--- src/rtl/mc_pkg.sv ---
// Shared constants for the multicycle MIPS controller: state encodings,
// opcode/funct fields, ALU operation codes and datapath mux selects.
package mc_pkg;

  // FSM state encodings
  localparam logic [3:0] S_IDLE   = 4'd0;
  localparam logic [3:0] S_FETCH  = 4'd1;
  localparam logic [3:0] S_DECODE = 4'd2;
  localparam logic [3:0] S_MEMADR = 4'd3;
  localparam logic [3:0] S_MEMRD  = 4'd4;
  localparam logic [3:0] S_MEMWB  = 4'd5;
  localparam logic [3:0] S_MEMWR  = 4'd6;
  localparam logic [3:0] S_EXEC   = 4'd7;
  localparam logic [3:0] S_ALUWB  = 4'd8;
  localparam logic [3:0] S_IEXEC  = 4'd9;
  localparam logic [3:0] S_IWB    = 4'd10;
  localparam logic [3:0] S_BRANCH = 4'd11;
  localparam logic [3:0] S_JUMP   = 4'd12;
  localparam logic [3:0] S_JR     = 4'd13;

  // Primary opcodes
  localparam logic [5:0] OP_RTYPE  = 6'b000000;
  localparam logic [5:0] OP_REGIMM = 6'b000001;
  localparam logic [5:0] OP_J      = 6'b000010;
  localparam logic [5:0] OP_BEQ    = 6'b000100;
  localparam logic [5:0] OP_BNE    = 6'b000101;
  localparam logic [5:0] OP_ADDI   = 6'b001000;
  localparam logic [5:0] OP_ADDIU  = 6'b001001;
  localparam logic [5:0] OP_SLTI   = 6'b001010;
  localparam logic [5:0] OP_ANDI   = 6'b001100;
  localparam logic [5:0] OP_ORI    = 6'b001101;
  localparam logic [5:0] OP_LUI    = 6'b001111;
  localparam logic [5:0] OP_LW     = 6'b100011;
  localparam logic [5:0] OP_SW     = 6'b101011;

  // REGIMM rt selectors
  localparam logic [4:0] RT_BLTZ = 5'b00000;
  localparam logic [4:0] RT_BGEZ = 5'b00001;

  // R-type funct codes
  localparam logic [5:0] F_SLL  = 6'b000000;
  localparam logic [5:0] F_SRL  = 6'b000010;
  localparam logic [5:0] F_SRA  = 6'b000011;
  localparam logic [5:0] F_JR   = 6'b001000;
  localparam logic [5:0] F_ADD  = 6'b100000;
  localparam logic [5:0] F_ADDU = 6'b100001;
  localparam logic [5:0] F_SUB  = 6'b100010;
  localparam logic [5:0] F_SUBU = 6'b100011;
  localparam logic [5:0] F_AND  = 6'b100100;
  localparam logic [5:0] F_OR   = 6'b100101;
  localparam logic [5:0] F_XOR  = 6'b100110;
  localparam logic [5:0] F_NOR  = 6'b100111;
  localparam logic [5:0] F_SLT  = 6'b101010;
  localparam logic [5:0] F_SLTU = 6'b101011;

  // ALU operation codes
  localparam logic [7:0] ALU_NOP  = 8'h00;
  localparam logic [7:0] ALU_ADD  = 8'h01;
  localparam logic [7:0] ALU_ADDU = 8'h02;
  localparam logic [7:0] ALU_SUB  = 8'h03;
  localparam logic [7:0] ALU_SUBU = 8'h04;
  localparam logic [7:0] ALU_AND  = 8'h05;
  localparam logic [7:0] ALU_OR   = 8'h06;
  localparam logic [7:0] ALU_XOR  = 8'h07;
  localparam logic [7:0] ALU_NOR  = 8'h08;
  localparam logic [7:0] ALU_SLT  = 8'h09;
  localparam logic [7:0] ALU_SLTU = 8'h0A;
  localparam logic [7:0] ALU_LUI  = 8'h0B;
  localparam logic [7:0] ALU_SLL  = 8'h0C;
  localparam logic [7:0] ALU_SRL  = 8'h0D;
  localparam logic [7:0] ALU_SRA  = 8'h0E;

  // alusrcb selects
  localparam logic [1:0] ASRCB_B    = 2'b00;
  localparam logic [1:0] ASRCB_4    = 2'b01;
  localparam logic [1:0] ASRCB_IMM  = 2'b10;
  localparam logic [1:0] ASRCB_IMM4 = 2'b11;

  // pcsrc selects
  localparam logic [1:0] PCSRC_ALU    = 2'b00;
  localparam logic [1:0] PCSRC_ALUOUT = 2'b01;
  localparam logic [1:0] PCSRC_JUMP   = 2'b10;
  localparam logic [1:0] PCSRC_REGA   = 2'b11;

  // Dispatch target out of DECODE; S_FETCH marks an unsupported encoding.
  function automatic logic [3:0] decode_target(input logic [5:0] op,
                                               input logic [5:0] funct,
                                               input logic [4:0] rt);
    logic [3:0] nxt;
    nxt = S_FETCH;
    case (op)
      OP_RTYPE: begin
        if (funct == F_JR) nxt = S_JR;
        else               nxt = S_EXEC;
      end
      OP_LW, OP_SW:   nxt = S_MEMADR;
      OP_BEQ, OP_BNE: nxt = S_BRANCH;
      OP_REGIMM: begin
        if ((rt == RT_BLTZ) || (rt == RT_BGEZ)) nxt = S_BRANCH;
        else                                    nxt = S_FETCH;
      end
      OP_ADDI, OP_ADDIU, OP_SLTI, OP_ANDI, OP_ORI, OP_LUI: nxt = S_IEXEC;
      OP_J:    nxt = S_JUMP;
      default: nxt = S_FETCH;
    endcase
    return nxt;
  endfunction

  // Branch condition for the four supported conditional branches.
  function automatic logic branch_taken(input logic [5:0] op,
                                        input logic [4:0] rt,
                                        input logic       zero,
                                        input logic       srca_neg);
    logic tk;
    tk = 1'b0;
    case (op)
      OP_BEQ: tk = zero;
      OP_BNE: tk = ~zero;
      OP_REGIMM: begin
        if (rt == RT_BGEZ) tk = ~srca_neg;
        else               tk = srca_neg;
      end
      default: tk = 1'b0;
    endcase
    return tk;
  endfunction

endpackage

--- src/rtl/mc_controller_if.sv ---
// Control/status bundle between the multicycle controller (master) and the
// instruction register / datapath / memory side (slave).
interface mc_controller_if #(
  parameter int ALUC_W = 8,
  parameter int ST_W   = 4
);
  logic [5:0]        op;
  logic [5:0]        funct;
  logic [4:0]        rt;
  logic              zero;
  logic              srca_neg;
  logic              mem_ready;
  logic              mem_req;
  logic              memwrite;
  logic              iord;
  logic              irwrite;
  logic              pcwrite;
  logic              regwrite;
  logic              regdst;
  logic              memtoreg;
  logic              alusrca;
  logic [1:0]        alusrcb;
  logic              zeroext;
  logic [1:0]        pcsrc;
  logic [ALUC_W-1:0] alucontrol;
  logic              instr_done;
  logic              illegal;
  logic [ST_W-1:0]   state;

  modport master (
    input  op, funct, rt, zero, srca_neg, mem_ready,
    output mem_req, memwrite, iord, irwrite, pcwrite, regwrite, regdst,
           memtoreg, alusrca, alusrcb, zeroext, pcsrc, alucontrol,
           instr_done, illegal, state
  );

  modport slave (
    output op, funct, rt, zero, srca_neg, mem_ready,
    input  mem_req, memwrite, iord, irwrite, pcwrite, regwrite, regdst,
           memtoreg, alusrca, alusrcb, zeroext, pcsrc, alucontrol,
           instr_done, illegal, state
  );
endinterface

--- src/rtl/mc_alu_sel.sv ---
// ALU operation select: fixed ADDU/SUBU for the address and branch steps,
// funct-driven in EXEC, opcode-driven in IEXEC, NOP everywhere else.
module mc_alu_sel
  import mc_pkg::*;
#(
  parameter int ALUC_W = 8,
  parameter int ST_W   = 4
) (
  input  logic [ST_W-1:0]   state_i,
  input  logic [5:0]        op_i,
  input  logic [5:0]        funct_i,
  output logic [ALUC_W-1:0] alucontrol_o
);

  // Map current state and instruction fields to an ALU operation
  always_comb begin
    alucontrol_o = ALU_NOP;
    case (state_i)
      S_FETCH, S_DECODE, S_MEMADR: alucontrol_o = ALU_ADDU;
      S_BRANCH:                    alucontrol_o = ALU_SUBU;
      S_EXEC: begin
        case (funct_i)
          F_ADD:   alucontrol_o = ALU_ADD;
          F_ADDU:  alucontrol_o = ALU_ADDU;
          F_SUB:   alucontrol_o = ALU_SUB;
          F_SUBU:  alucontrol_o = ALU_SUBU;
          F_AND:   alucontrol_o = ALU_AND;
          F_OR:    alucontrol_o = ALU_OR;
          F_XOR:   alucontrol_o = ALU_XOR;
          F_NOR:   alucontrol_o = ALU_NOR;
          F_SLT:   alucontrol_o = ALU_SLT;
          F_SLTU:  alucontrol_o = ALU_SLTU;
          F_SLL:   alucontrol_o = ALU_SLL;
          F_SRL:   alucontrol_o = ALU_SRL;
          F_SRA:   alucontrol_o = ALU_SRA;
          default: alucontrol_o = ALU_NOP;
        endcase
      end
      S_IEXEC: begin
        case (op_i)
          OP_ADDI:  alucontrol_o = ALU_ADD;
          OP_ADDIU: alucontrol_o = ALU_ADDU;
          OP_SLTI:  alucontrol_o = ALU_SLT;
          OP_ANDI:  alucontrol_o = ALU_AND;
          OP_ORI:   alucontrol_o = ALU_OR;
          OP_LUI:   alucontrol_o = ALU_LUI;
          default:  alucontrol_o = ALU_NOP;
        endcase
      end
      default: alucontrol_o = ALU_NOP;
    endcase
  end

endmodule

--- src/rtl/mc_controller.sv ---
// Multicycle MIPS sequencer: Moore FSM stepping each instruction through
// fetch/decode/execute/memory/writeback. Outputs decode from the state
// register (pcwrite/irwrite/instr_done additionally qualified by mem_ready
// or the branch condition), so the async reset forces every output low
// immediately and no write can follow a reset.
module mc_controller
  import mc_pkg::*;
#(
  parameter int ALUC_W = 8,
  parameter int ST_W   = 4
) (
  input logic          clk,
  input logic          resetn,
  mc_controller_if.master bus
);

  logic [ST_W-1:0]   state_q;
  logic [ST_W-1:0]   state_d;
  logic [ST_W-1:0]   dispatch_s;
  logic              taken_s;
  logic [ALUC_W-1:0] aluc_s;

  logic       mem_req_s, memwrite_s, iord_s, irwrite_s, pcwrite_s;
  logic       regwrite_s, regdst_s, memtoreg_s, alusrca_s, zeroext_s;
  logic       instr_done_s, illegal_s;
  logic [1:0] alusrcb_s, pcsrc_s;

  assign dispatch_s = decode_target(bus.op, bus.funct, bus.rt);
  assign taken_s    = branch_taken(bus.op, bus.rt, bus.zero, bus.srca_neg);

  mc_alu_sel #(
    .ALUC_W (ALUC_W),
    .ST_W   (ST_W)
  ) u_alu_sel (
    .state_i      (state_q),
    .op_i         (bus.op),
    .funct_i      (bus.funct),
    .alucontrol_o (aluc_s)
  );

  // State register with asynchronous abort to IDLE
  always_ff @(posedge clk or negedge resetn) begin
    if (!resetn) state_q <= S_IDLE;
    else         state_q <= state_d;
  end

  // Next-state selection; unused encodings fall back to FETCH
  always_comb begin
    state_d = S_FETCH;
    case (state_q)
      S_IDLE:   state_d = S_FETCH;
      S_FETCH: begin
        if (bus.mem_ready) state_d = S_DECODE;
        else               state_d = S_FETCH;
      end
      S_DECODE: state_d = dispatch_s;
      S_MEMADR: begin
        if (bus.op == OP_SW) state_d = S_MEMWR;
        else                 state_d = S_MEMRD;
      end
      S_MEMRD: begin
        if (bus.mem_ready) state_d = S_MEMWB;
        else               state_d = S_MEMRD;
      end
      S_MEMWB:  state_d = S_FETCH;
      S_MEMWR: begin
        if (bus.mem_ready) state_d = S_FETCH;
        else               state_d = S_MEMWR;
      end
      S_EXEC:   state_d = S_ALUWB;
      S_ALUWB:  state_d = S_FETCH;
      S_IEXEC:  state_d = S_IWB;
      S_IWB:    state_d = S_FETCH;
      S_BRANCH: state_d = S_FETCH;
      S_JUMP:   state_d = S_FETCH;
      S_JR:     state_d = S_FETCH;
      default:  state_d = S_FETCH;
    endcase
  end

  // Per-state datapath controls; IDLE and unused encodings drive all zeros
  always_comb begin
    mem_req_s    = 1'b0;
    memwrite_s   = 1'b0;
    iord_s       = 1'b0;
    irwrite_s    = 1'b0;
    pcwrite_s    = 1'b0;
    regwrite_s   = 1'b0;
    regdst_s     = 1'b0;
    memtoreg_s   = 1'b0;
    alusrca_s    = 1'b0;
    alusrcb_s    = ASRCB_B;
    zeroext_s    = 1'b0;
    pcsrc_s      = PCSRC_ALU;
    instr_done_s = 1'b0;
    illegal_s    = 1'b0;
    case (state_q)
      S_FETCH: begin
        mem_req_s = 1'b1;
        alusrcb_s = ASRCB_4;
        pcsrc_s   = PCSRC_ALU;
        irwrite_s = bus.mem_ready;
        pcwrite_s = bus.mem_ready;
      end
      S_DECODE: begin
        alusrcb_s = ASRCB_IMM4;
        illegal_s = (dispatch_s == S_FETCH);
      end
      S_MEMADR: begin
        alusrca_s = 1'b1;
        alusrcb_s = ASRCB_IMM;
      end
      S_MEMRD: begin
        mem_req_s = 1'b1;
        iord_s    = 1'b1;
      end
      S_MEMWB: begin
        regwrite_s   = 1'b1;
        memtoreg_s   = 1'b1;
        instr_done_s = 1'b1;
      end
      S_MEMWR: begin
        mem_req_s    = 1'b1;
        memwrite_s   = 1'b1;
        iord_s       = 1'b1;
        instr_done_s = bus.mem_ready;
      end
      S_EXEC: begin
        alusrca_s = 1'b1;
        alusrcb_s = ASRCB_B;
      end
      S_ALUWB: begin
        regwrite_s   = 1'b1;
        regdst_s     = 1'b1;
        instr_done_s = 1'b1;
      end
      S_IEXEC: begin
        alusrca_s = 1'b1;
        alusrcb_s = ASRCB_IMM;
        zeroext_s = (bus.op == OP_ANDI) || (bus.op == OP_ORI);
      end
      S_IWB: begin
        regwrite_s   = 1'b1;
        instr_done_s = 1'b1;
      end
      S_BRANCH: begin
        alusrca_s    = 1'b1;
        alusrcb_s    = ASRCB_B;
        pcsrc_s      = PCSRC_ALUOUT;
        pcwrite_s    = taken_s;
        instr_done_s = 1'b1;
      end
      S_JUMP: begin
        pcsrc_s      = PCSRC_JUMP;
        pcwrite_s    = 1'b1;
        instr_done_s = 1'b1;
      end
      S_JR: begin
        pcsrc_s      = PCSRC_REGA;
        pcwrite_s    = 1'b1;
        instr_done_s = 1'b1;
      end
      default: begin
        mem_req_s = 1'b0;
      end
    endcase
  end

  assign bus.mem_req    = mem_req_s;
  assign bus.memwrite   = memwrite_s;
  assign bus.iord       = iord_s;
  assign bus.irwrite    = irwrite_s;
  assign bus.pcwrite    = pcwrite_s;
  assign bus.regwrite   = regwrite_s;
  assign bus.regdst     = regdst_s;
  assign bus.memtoreg   = memtoreg_s;
  assign bus.alusrca    = alusrca_s;
  assign bus.alusrcb    = alusrcb_s;
  assign bus.zeroext    = zeroext_s;
  assign bus.pcsrc      = pcsrc_s;
  assign bus.alucontrol = aluc_s;
  assign bus.instr_done = instr_done_s;
  assign bus.illegal    = illegal_s;
  assign bus.state      = state_q;

endmodule

--- src/flat_wrapper.sv ---
// flat-port wrapper written by rule: the top's interface ports become plain ports
module mc_controller_flat import mc_pkg::*;
#(
  parameter int ALUC_W = 8,
  parameter int ST_W   = 4
)
  (clk, resetn, bus_op, bus_funct, bus_rt, bus_zero, bus_srca_neg, bus_mem_ready, bus_mem_req, bus_memwrite, bus_iord, bus_irwrite, bus_pcwrite, bus_regwrite, bus_regdst, bus_memtoreg, bus_alusrca, bus_alusrcb, bus_zeroext, bus_pcsrc, bus_alucontrol, bus_instr_done, bus_illegal, bus_state);
  mc_controller_if #(.ALUC_W(ALUC_W), .ST_W(ST_W)) bus_i ();
  input logic clk;
  input logic resetn;
  input wire logic [$bits(bus_i.op)-1:0] bus_op;
  input wire logic [$bits(bus_i.funct)-1:0] bus_funct;
  input wire logic [$bits(bus_i.rt)-1:0] bus_rt;
  input wire logic [$bits(bus_i.zero)-1:0] bus_zero;
  input wire logic [$bits(bus_i.srca_neg)-1:0] bus_srca_neg;
  input wire logic [$bits(bus_i.mem_ready)-1:0] bus_mem_ready;
  output wire logic [$bits(bus_i.mem_req)-1:0] bus_mem_req;
  output wire logic [$bits(bus_i.memwrite)-1:0] bus_memwrite;
  output wire logic [$bits(bus_i.iord)-1:0] bus_iord;
  output wire logic [$bits(bus_i.irwrite)-1:0] bus_irwrite;
  output wire logic [$bits(bus_i.pcwrite)-1:0] bus_pcwrite;
  output wire logic [$bits(bus_i.regwrite)-1:0] bus_regwrite;
  output wire logic [$bits(bus_i.regdst)-1:0] bus_regdst;
  output wire logic [$bits(bus_i.memtoreg)-1:0] bus_memtoreg;
  output wire logic [$bits(bus_i.alusrca)-1:0] bus_alusrca;
  output wire logic [$bits(bus_i.alusrcb)-1:0] bus_alusrcb;
  output wire logic [$bits(bus_i.zeroext)-1:0] bus_zeroext;
  output wire logic [$bits(bus_i.pcsrc)-1:0] bus_pcsrc;
  output wire logic [$bits(bus_i.alucontrol)-1:0] bus_alucontrol;
  output wire logic [$bits(bus_i.instr_done)-1:0] bus_instr_done;
  output wire logic [$bits(bus_i.illegal)-1:0] bus_illegal;
  output wire logic [$bits(bus_i.state)-1:0] bus_state;
  assign bus_i.op = bus_op;
  assign bus_i.funct = bus_funct;
  assign bus_i.rt = bus_rt;
  assign bus_i.zero = bus_zero;
  assign bus_i.srca_neg = bus_srca_neg;
  assign bus_i.mem_ready = bus_mem_ready;
  assign bus_mem_req = bus_i.mem_req;
  assign bus_memwrite = bus_i.memwrite;
  assign bus_iord = bus_i.iord;
  assign bus_irwrite = bus_i.irwrite;
  assign bus_pcwrite = bus_i.pcwrite;
  assign bus_regwrite = bus_i.regwrite;
  assign bus_regdst = bus_i.regdst;
  assign bus_memtoreg = bus_i.memtoreg;
  assign bus_alusrca = bus_i.alusrca;
  assign bus_alusrcb = bus_i.alusrcb;
  assign bus_zeroext = bus_i.zeroext;
  assign bus_pcsrc = bus_i.pcsrc;
  assign bus_alucontrol = bus_i.alucontrol;
  assign bus_instr_done = bus_i.instr_done;
  assign bus_illegal = bus_i.illegal;
  assign bus_state = bus_i.state;
  mc_controller #(.ALUC_W(ALUC_W), .ST_W(ST_W)) u_core (.clk(clk), .resetn(resetn), .bus(bus_i));
endmodule
--- config.mk ---
export PLATFORM = sky130hd
export DESIGN_NAME = mc_controller_flat
export DESIGN_NICKNAME = d
export VERILOG_FILES = /design/src/rtl/mc_pkg.sv /design/src/rtl/mc_controller_if.sv /design/src/rtl/mc_alu_sel.sv /design/src/rtl/mc_controller.sv /design/src/flat_wrapper.sv
export SDC_FILE = /design/constraint.sdc
export NUM_CORES = 1
export LEC_CHECK = 0
export CAP_MARGIN = 20
export CELL_PAD_IN_SITES_DETAIL_PLACEMENT = 0
export CELL_PAD_IN_SITES_GLOBAL_PLACEMENT = 1
export CORE_MARGIN = 2
export CORE_UTILIZATION = 30
export DETAILED_ROUTE_END_ITERATION = 10
export PLACE_DENSITY_LB_ADDON = 0.1
export SYNTH_ARGS = -nofsm -noshare
export SYNTH_HDL_FRONTEND = slang
export SYNTH_SLANG_ARGS = --single-unit
--- constraint.sdc ---
create_clock -name clk -period 3.58 [get_ports clk]
set_clock_uncertainty 0.05 [all_clocks]
set_input_delay 0.716 -clock clk [delete_from_list [all_inputs] [get_ports clk]]
set_output_delay 0.716 -clock clk [all_outputs]
set_load 0.1 [all_outputs]
==> results of run 1 <==
worst max path at each step:
stage                                    from           endpoint  slack, ps  cells after the start
after floorplan           u_core.bus.state[0]  bus_alucontrol[2]       -510                      5
after global placement              bus_rt[1]        bus_pcwrite        340                      6
after detailed placement            bus_rt[1]        bus_pcwrite        300                      6
after CTS                           bus_rt[1]        bus_pcwrite        300                      6
after global routing                bus_rt[1]        bus_pcwrite        210                      6
final                               bus_rt[1]        bus_pcwrite        330                      6
area by class of cell:
cell class | instances | share of cell area, %
well taps | 46 | 3.68
inverters | 5 | 1.20
repair buffers | 48 | 32.8
multi-input cells | 117 | 54.4
clock buffers | 3 | 1.44
flip-flops and latches | 4 | 6.41
worst max-delay path: stages:
cell and delay, ps:
clkdlybuf4s50_1 440, nor4_4 340, mux2i_1 270, a221oi_2 80
or3_2 450, buf_12 180
layout by cell type, fill, tap and decap left out, types with 3 or more instances in the layout:
cell type / n
conb_1: 4
o211ai_1: 3
o21ai_0: 5
nor3_1: 5
inv_1: 5
nand3b_1: 3
nor2b_1: 3
nor2_1: 11
clkdlybuf4s50_1: 21
clkbuf_4: 3
buf_12: 8
dfrtp_1: 4
buf_4: 19
ha_1: 5
a21oi_1: 3
nand2_1: 13
nand2b_1: 9
stage by stage:
stage | hold slack, ps | TNS (ps) | instances | instance area [sq um] | utilization (%)
global placement | 623 | 0 | 220 | 1540 | 46.9
CTS | 630 | 0 | 223 | 1560 | 47.6
global route | 640 | 0 | 223 | 1560 | 47.6
floorplan | 370 | -1560 | 138 | 1060 | -
detailed placement | 625 | 0 | 220 | 1540 | 46.9
finish | 628 | 0 | 223 | 1560 | 47.6
power by group:
part           internal (mW)  leakage (nW)  switching, mW  total, mW
combinational          0.328         0.562          0.939       1.27
sequential            0.0625        0.0510         0.0562      0.119
clock                 0.0373        0.0138         0.0159     0.0532
total                  0.428         0.627           1.01       1.44
synth_stat cells (2+ instances only):
| cell type | n |
|---|---|
| mux2i_1 | 2 |
| or2_2 | 2 |
| nand2b_1 | 9 |
| a21oi_1 | 4 |
| nand3b_1 | 3 |
| nor2b_1 | 3 |
| nor4_4 | 2 |
| buf_4 | 8 |
| nand3_1 | 2 |
| o211ai_1 | 3 |
| nand2_1 | 13 |
| nor2_1 | 13 |
| nor4_1 | 2 |
| xor2_1 | 2 |
| dfrtp_1 | 4 |
| inv_1 | 5 |
| nor3_1 | 6 |
| nand4_1 | 2 |
| o21ai_0 | 5 |
| buf_6 | 2 |
| a21boi_0 | 2 |
| o211ai_2 | 2 |
| a32oi_1 | 2 |
| o22ai_1 | 3 |
| or2b_1 | 2 |
| and3_1 | 2 |
| and2_1 | 2 |
| ha_1 | 5 |
logic make-up after synthesis:
| group | after synthesis | synth area share (%) |
|---|---|---|
| xor gates and xnor gates | 3 | 2.60 |
| muxes | 3 | 3.10 |
| buffers and inverters | 17 | 10.9 |
| DFF | 4 | 9.91 |
| and+or+nand+nor | 69 | 41.0 |
| AOI/OAI and AO/OA | 33 | 25.9 |
| adders and majority gates | 5 | 6.20 |
| other | 1 | 0.371 |
routing by layer:
layer | global-route usage [%] | vias up | part of all wire, %
li1 | - | 575 | -
met1 | 20.6 | 512 | 44
met2 | 28.9 | 30 | 51
met3 | 1.66 | 0 | 5.1
met4 | 1.82 | 0 | 0
met5 | 0 | - | 0
==> flow_metrics.py, run 1 <==
metrics = {
    "run_status": {
        "status": "completed",
    },
    "placed_design": {
        "gp_congestion": 0.805,
        "dp_hpwl_microns": 2310,
        "portBuffers": 45,
        "post-place-ws_ps": 304,
    },
    "floorplanning": {
        "die_x_microns": 62.0,
        "die_area_sq_mm": 0.00385,
        "initial_core_util_pct": 30.7,
        "coreArea_sq_mm": 0.00328,
        "io_pins": 50,
        "fp.dieH_microns": 62.0,
        "num_rows": 21,
    },
    "routing": {
        "drt-pass1-iter-count": 4,
        "viasPerCell": 5.01,
        "vias": 1117,
        "ant_nets": 0,
        "wl_per_cell_microns": 13.0,
        "drt_wl_total_microns": 2900,
        "drt_iter0_markers": 33,
        "drc": 0,
    },
    "critical_path": {
        "r2r_slack_ps": 1850,
        "criticalPathCategory": "in -> out",
        "critPathCaptureType": "output pin",
        "timing.rr.start": "u_core.bus.state[2]",
        "worstSetupStartpointType": "primary input",
        "cp_max_fo": 3,
        "cp.required_ps": 2810,
        "r2r_end": "u_core.bus.state[1]",
        "arrival_ps": 2490,
        "rr_worst_depth": 4,
    },
    "cts": {
        "root_buffer": "clkbuf_4",
        "cts_setup_buffers": 0,
        "clock-sinks": 4,
        "cts_tree": "yes",
        "hold_buffers": 0,
        "ctsResizeCount": 0,
        "clkLatencyLatePin_ps": 230,
        "cts_buffers": 3,
        "h-tree-depth": 1,
        "cts.clk_slew.worst_paths_ps": 40,
        "clockBufferDepth": 2,
    },
    "synth": {
        "yosysWarnings": 0,
        "yosysTopAreaCell": "dfrtp_1",
        "synth.avg_cell_area_sq_um": 7.48,
        "synth_edf_count": 0,
        "netlist_area_sq_mm": 0.00101,
        "syn_inst": 135,
        "ys_seq_area_share_pct": 9.91,
        "synthArstFlopShare_pct": 100,
        "ys.flop_type": "dfrtp_1",
        "ys_ff_latch": 4,
        "yosysTopAreaCellShare_pct": 9.91,
        "synthTopCellsByArea": "dfrtp_1, ha_1, buf_4",
        "synth.distinct_cells": 51,
    },
    "timing": {
        "maxSlewViolCount": 0,
        "period_share_pct": 90.9,
        "slew_headroom_pct": 64.6,
        "setup_violations": 0,
        "fin_ws_ps": 326,
        "hold_viol_final": 0,
        "tightest_slew_ps": 526,
        "rsz0062_at_grt": "no",
        "max_freq_mhz": 307,
        "fin_crit_ps": 3250,
    },
    "global_route": {
        "grt_usage_pct": 15.8,
        "grt_pass1_wl_microns": 4720,
        "grt_pass1_vias": 1039,
        "grt_max_degree": 20,
        "antenna_found_initial": 0,
        "overflow": 0,
    },
    "hold_path": {
        "whs_path_depth": 2,
        "hold_path.startpoint": "u_core.bus.state[0]",
        "holdPathEnd": "u_core.bus.state[0]",
        "min_path_type": "reg -> reg",
    },
    "layout": {
        "fin_nets": 206,
        "multi_input_area_sq_um": 851,
        "largest_reg_flops": 4,
        "fillers": 345,
        "diodes": 0,
        "drive_gt1_share_pct": 28.2,
        "area_growth_pct": 54.8,
        "seqCellArea_sq_um": 100,
    },
    "pwr": {
        "power.density_mw_per_mm2": 921,
        "power.leakage_nw": 0.627,
        "vdd_drop_max_uv": 769,
        "finalPower_mw": 1.44,
    },
    "run": {
        "drv_cap": 0,
    },
}
No activity file was read; power rests on OpenSTA's default activity.
==> run 2: changes to the inputs <==
Settings changed: CORE_MARGIN 2 to default.
==> run 2 against run 1 <==
  * Cell count down 0.90%
  * First-iteration DRC count increased by 45%
  * Routed wire length shrank 5.1%
  * Non-clock buffer count unchanged
  * Sequential share of layout area barely moved
  * Clock power about the same
  * Cell area down 0.16%
  * Critical endpoint unchanged
  * Largest cell class unchanged
==> flow_metrics.py, run 2 (synthesis results as in run 1) <==
metrics = {
    "global_route": {
        "overflow": 0,
        "antenna_found_initial": 0,
        "grt_max_degree": 20,
        "grt_usage_pct": 15.8,
        "grt_pass1_vias": 981,
        "grt_pass1_wl_microns": 4430,
    },
    "critical_path": {
        "worstSetupStartpointType": "primary input",
        "cp_max_fo": 3,
        "rr_worst_depth": 4,
        "timing.rr.start": "u_core.bus.state[2]",
        "critPathCaptureType": "output pin",
        "arrival_ps": 2520,
        "criticalPathCategory": "in -> out",
        "cp.required_ps": 2810,
        "r2r_slack_ps": 1870,
        "r2r_end": "u_core.bus.state[1]",
    },
    "pwr": {
        "power.density_mw_per_mm2": 920,
        "vdd_drop_max_uv": 469,
        "power.leakage_nw": 0.627,
    },
    "routing": {
        "drt-pass1-iter-count": 4,
        "ant_nets": 0,
        "drt_wl_total_microns": 2750,
        "drt_iter0_markers": 48,
        "wl_per_cell_microns": 12.5,
        "drc": 0,
        "viasPerCell": 5.13,
        "vias": 1134,
    },
    "placed_design": {
        "portBuffers": 45,
        "dp_hpwl_microns": 2260,
        "place_area_sq_mm": 0.00154,
        "gp_congestion": 0.820,
    },
    "cts": {
        "clkLatencyLatePin_ps": 230,
        "cts.clk_slew.worst_paths_ps": 40,
        "cts_buffers": 3,
        "cts_tree": "yes",
        "hold_buffers": 0,
        "ctsResizeCount": 0,
        "root_buffer": "clkbuf_4",
        "cts_setup_buffers": 0,
        "clockBufferDepth": 2,
        "clock-sinks": 4,
        "h-tree-depth": 1,
    },
    "layout": {
        "largest_reg_flops": 4,
        "fin_util_pct": 49.9,
        "fin_nets": 206,
        "drive_gt1_share_pct": 28.2,
        "area_growth_pct": 54.5,
        "diodes": 0,
        "fillers": 306,
        "mostFrequentLayoutCell": "clkdlybuf4s50_1",
        "layout_common_cells": "clkdlybuf4s50_1, buf_4, nand2_1",
        "final_area_sq_mm": 0.00156,
    },
    "timing": {
        "tightest_slew_ps": 527,
        "max_freq_mhz": 304,
        "hold_viol_final": 0,
        "period_share_pct": 91.8,
        "maxSlewViolCount": 0,
        "fin_crit_ps": 3280,
        "rsz0062_at_grt": "no",
        "slew_headroom_pct": 64.5,
        "setup_violations": 0,
    },
    "floorplanning": {
        "coreArea_sq_mm": 0.00313,
        "num_rows": 20,
        "io_pins": 50,
        "die_x_microns": 60.0,
        "fp.dieH_microns": 60.0,
        "die_area_sq_mm": 0.00360,
        "initial_core_util_pct": 32.3,
    },
    "run_status": {
        "status": "completed",
    },
    "run": {
        "drv_cap": 0,
    },
    "hold_path": {
        "min_path_type": "in -> async",
    },
}
run 2: cell counts in the layout (fill, tap and decap cells not counted):
Identical to the previous run, type by type.
run 2: per-layer routing:
layer,share of wire (%),up-vias,GRT usage (%)
li1,-,573,-
met1,47,522,22.6
met2,48,39,25.7
met3,5.3,0,2.38
met4,0,0,1.33
met5,0,-,0
run 2: critical path, cell delays in order:
cell,delay [ps]
clkdlybuf4s50_1,440
nor4_4,350
mux2i_1,280
a221oi_2,90
or3_2,460
buf_12,190
run 2: final cells by class:
| class | instances | area (sq um) | share of cell area (%) |
|---|---|---|---|
| multi-input combinational | 117 | 851 | 54.5 |
| timing repair buffer | 48 | 513 | 32.9 |
| sequential | 4 | 100 | 6.42 |
| tap | 44 | 55.1 | 3.53 |
| clock buffer | 3 | 22.5 | 1.44 |
| inverter | 5 | 18.8 | 1.20 |
run 2: worst max-delay path by stage:
stage | slack (ps) | start | to
after global routing | 230 | bus_rt[1] | bus_pcwrite
after global placement | 320 | bus_rt[1] | bus_pcwrite
after detailed placement | 300 | bus_rt[1] | bus_pcwrite
after CTS | 280 | bus_rt[1] | bus_pcwrite
after floorplan | -510 | u_core.bus.state[0] | bus_alucontrol[2]
final | 300 | bus_rt[1] | bus_pcwrite
run 2: where the power goes:
group	switching [mW]	leakage, nW	internal, mW	total, mW
combinational	0.938	0.562	0.328	1.27
sequential	0.0545	0.0510	0.0626	0.117
clock	0.0159	0.0138	0.0373	0.0532
run 2: stage by stage:
step                      setup slack (ps)  hold WS [ps]  power [mW]  cells  TNS (ps)
after global routing                   233           645        1.50    221         0
after global placement                 324           642        1.39    218         0
after detailed placement               296           636        1.39    218         0
final                                  295           638        1.44    221         0
after floorplan                       -508           370        1.09    138     -1560
after CTS                              282           630        1.45    221         0
==> run 3: changes to the inputs <==
Settings changed: MAX_ROUTING_LAYER from default to met4, TNS_END_PERCENT from default to 50.
Clock period 3.58 ns to 4.27 ns, I/O delays scaled along.
==> run 3 against run 2 <==
  * Clock power shrank 15%
  * Clock-buffer cell count is the same
  * Critical path type unchanged
  * Register-to-register slack gained 640 ps
  * Sequential share of layout area grew 0.42 points
  * Sequential cell count is the same
  * Largest cell class unchanged
==> flow_metrics.py, run 3 (synthesis results as in run 1) <==
metrics = {
    "run_status": {
        "status": "completed",
    },
    "cts": {
        "ctsResizeCount": 0,
        "clkLatencyLatePin_ps": 230,
        "cts_buffers": 3,
        "hold_buffers": 0,
        "cts_tree": "yes",
        "cts_setup_buffers": 0,
        "root_buffer": "clkbuf_4",
        "cts.clk_slew.worst_paths_ps": 40,
        "h-tree-depth": 1,
        "clock-sinks": 4,
        "clockBufferDepth": 2,
    },
    "floorplanning": {
        "fp.dieH_microns": 60.0,
        "die_x_microns": 60.0,
        "die_area_sq_mm": 0.00360,
        "initial_core_util_pct": 32.3,
        "coreArea_sq_mm": 0.00313,
        "io_pins": 50,
        "num_rows": 20,
    },
    "layout": {
        "largest_reg_flops": 4,
        "seqCellArea_sq_um": 100,
        "area_growth_pct": 45.0,
        "fillers": 337,
        "multi_input_area_sq_um": 817,
        "mostFrequentLayoutCell": "clkdlybuf4s50_1",
        "final_area_sq_mm": 0.00146,
        "layout_common_cells": "clkdlybuf4s50_1, buf_4, nor2_1, nand2_1, nand2b_1",
        "fin_cells": 219,
        "diodes": 0,
        "fin_nets": 204,
        "drive_gt1_share_pct": 20.0,
    },
    "global_route": {
        "grtUsageMet1_pct": 22.4,
        "grt_pass1_wl_microns": 4680,
        "gr-usage-met2_pct": 30.3,
        "overflow": 0,
        "grt_pass1_vias": 1070,
        "grt_use_met3_pct": 0,
        "grt_usage_pct": 17.5,
        "busiest_layer": "met2",
        "grt_max_degree": 21,
        "antenna_found_initial": 0,
    },
    "routing": {
        "vias": 1145,
        "drc": 0,
        "ant_nets": 0,
        "drt_wl_total_microns": 2950,
        "viasPerCell": 5.23,
        "wl_per_cell_microns": 13.5,
        "drt-pass1-iter-count": 4,
        "drt_iter0_markers": 61,
    },
    "pwr": {
        "internal_power_mw": 0.323,
        "p_sw_share_pct": 72.0,
        "pwr-share-comb_pct": 87.4,
        "p_seq_share_pct": 8.7,
        "vdd_drop_max_uv": 748,
        "power.density_mw_per_mm2": 786,
        "finalPower_mw": 1.15,
        "p_sw_mw": 0.828,
        "power.leakage_nw": 0.582,
        "p_clk_share_pct": 3.9,
    },
    "critical_path": {
        "cp.required_ps": 3370,
        "worst-path-stages": 6,
        "worst_path_max_delay_cell": "clkdlybuf4s50_1",
        "critPathCaptureType": "output pin",
        "cpPeakStageDelay_ps": 730,
        "r2r_slack_ps": 2510,
        "rr_worst_depth": 4,
        "arrival_ps": 2680,
        "worstSetupStartpointType": "primary input",
        "criticalPathCategory": "in -> out",
        "timing.critical_path.buf_inv": 2,
        "cp_max_fo": 11,
        "path_cells": "clkdlybuf4s50_1 > nand2_1 > or2_2 > a221oi_2 > or3_1 > buf_12",
        "timing.rr.start": "u_core.bus.state[3]",
        "r2r_end": "u_core.bus.state[1]",
        "crit_family": "buffers and inverters",
    },
    "timing": {
        "setup_violations": 0,
        "max_freq_mhz": 279,
        "finalHoldWorstSlack_ps": 668,
        "rsz0062_at_grt": "no",
        "tightest_slew_ps": 965,
        "slew_headroom_pct": 35.4,
        "setup_tns_ps": 0,
        "maxSlewViolCount": 0,
        "hold_viol_final": 0,
        "period_share_pct": 83.9,
        "fin_crit_ps": 3580,
    },
    "placed_design": {
        "dp_hpwl_microns": 2280,
        "place_area_sq_mm": 0.00144,
        "portBuffers": 45,
        "dp_cells": 216,
        "gp_congestion": 0.808,
    },
    "hold_path": {
        "whs_path_depth": 3,
        "min_path_type": "reg -> reg",
        "holdPathEnd": "u_core.bus.state[2]",
        "hold_path.startpoint": "u_core.bus.state[1]",
    },
    "run": {
        "drv_cap": 0,
    },
}
[run 3: cell count changes in the layout (fill, tap and decap cells not counted), moves of 2 or more]
cell / previous run / this run
buf_4: 19 / 16
nor2_1: 11 / 13
clkdlybuf4s50_1: 21 / 27
buf_12: 8 / 3
nor2_2: 2 / 0
[run 3: layer usage]
metal | vias up | part of all wire [%]
met5 | - | 0
met4 | 0 | 0.58
met3 | 2 | 4.5
li1 | 570 | -
met2 | 41 | 49
met1 | 532 | 46
[run 3: worst register-to-register path, delay by kind of cell, from the launching register on]
kind               cells  cell delay, ps
and+or+nand+nor        2             600
DFF                    1             540
AOI/OAI and AO/OA      2             480
[run 3: layout make-up]
cell class,count,share of cell area (%)
Tap cell,44,3.76
Inverter,5,1.28
Timing Repair Buffer,46,30.8
Multi-Input combinational cell,117,55.8
Clock buffer,3,1.54
Sequential cell,4,6.84
[run 3: metrics by stage]
step / setup slack (ps) / util (%)
3_5_place_dp: 683 / 46.1
6_report: 688 / 46.8
4_1_cts: 693 / 46.8
3_3_place_gp: 742 / 46.1
2_1_floorplan: -163 / -
5_1_grt: 622 / 46.8
[run 3: how the worst max path moves through the flow]
stage | from | endpoint | slack [ps]
2_1_floorplan | u_core.bus.state[0] | bus_alusrcb[0] | -160
3_3_place_gp | bus_op[2] | bus_pcwrite | 740
3_5_place_dp | bus_op[2] | bus_pcwrite | 680
4_1_cts | bus_op[2] | bus_pcwrite | 690
5_1_grt | bus_op[2] | bus_pcwrite | 620
6_report | bus_op[2] | bus_pcwrite | 690
[run 3: power groups by stage]
stage                     logic (mW)  registers (mW)  clock network, mW
after detailed placement        1.01          0.0976                  0
final                           1.01          0.0998             0.0453
after floorplan                0.720           0.175                  0
after global routing            1.05           0.105             0.0486
after global placement          1.01          0.0990                  0
after CTS                       1.01          0.0976             0.0485
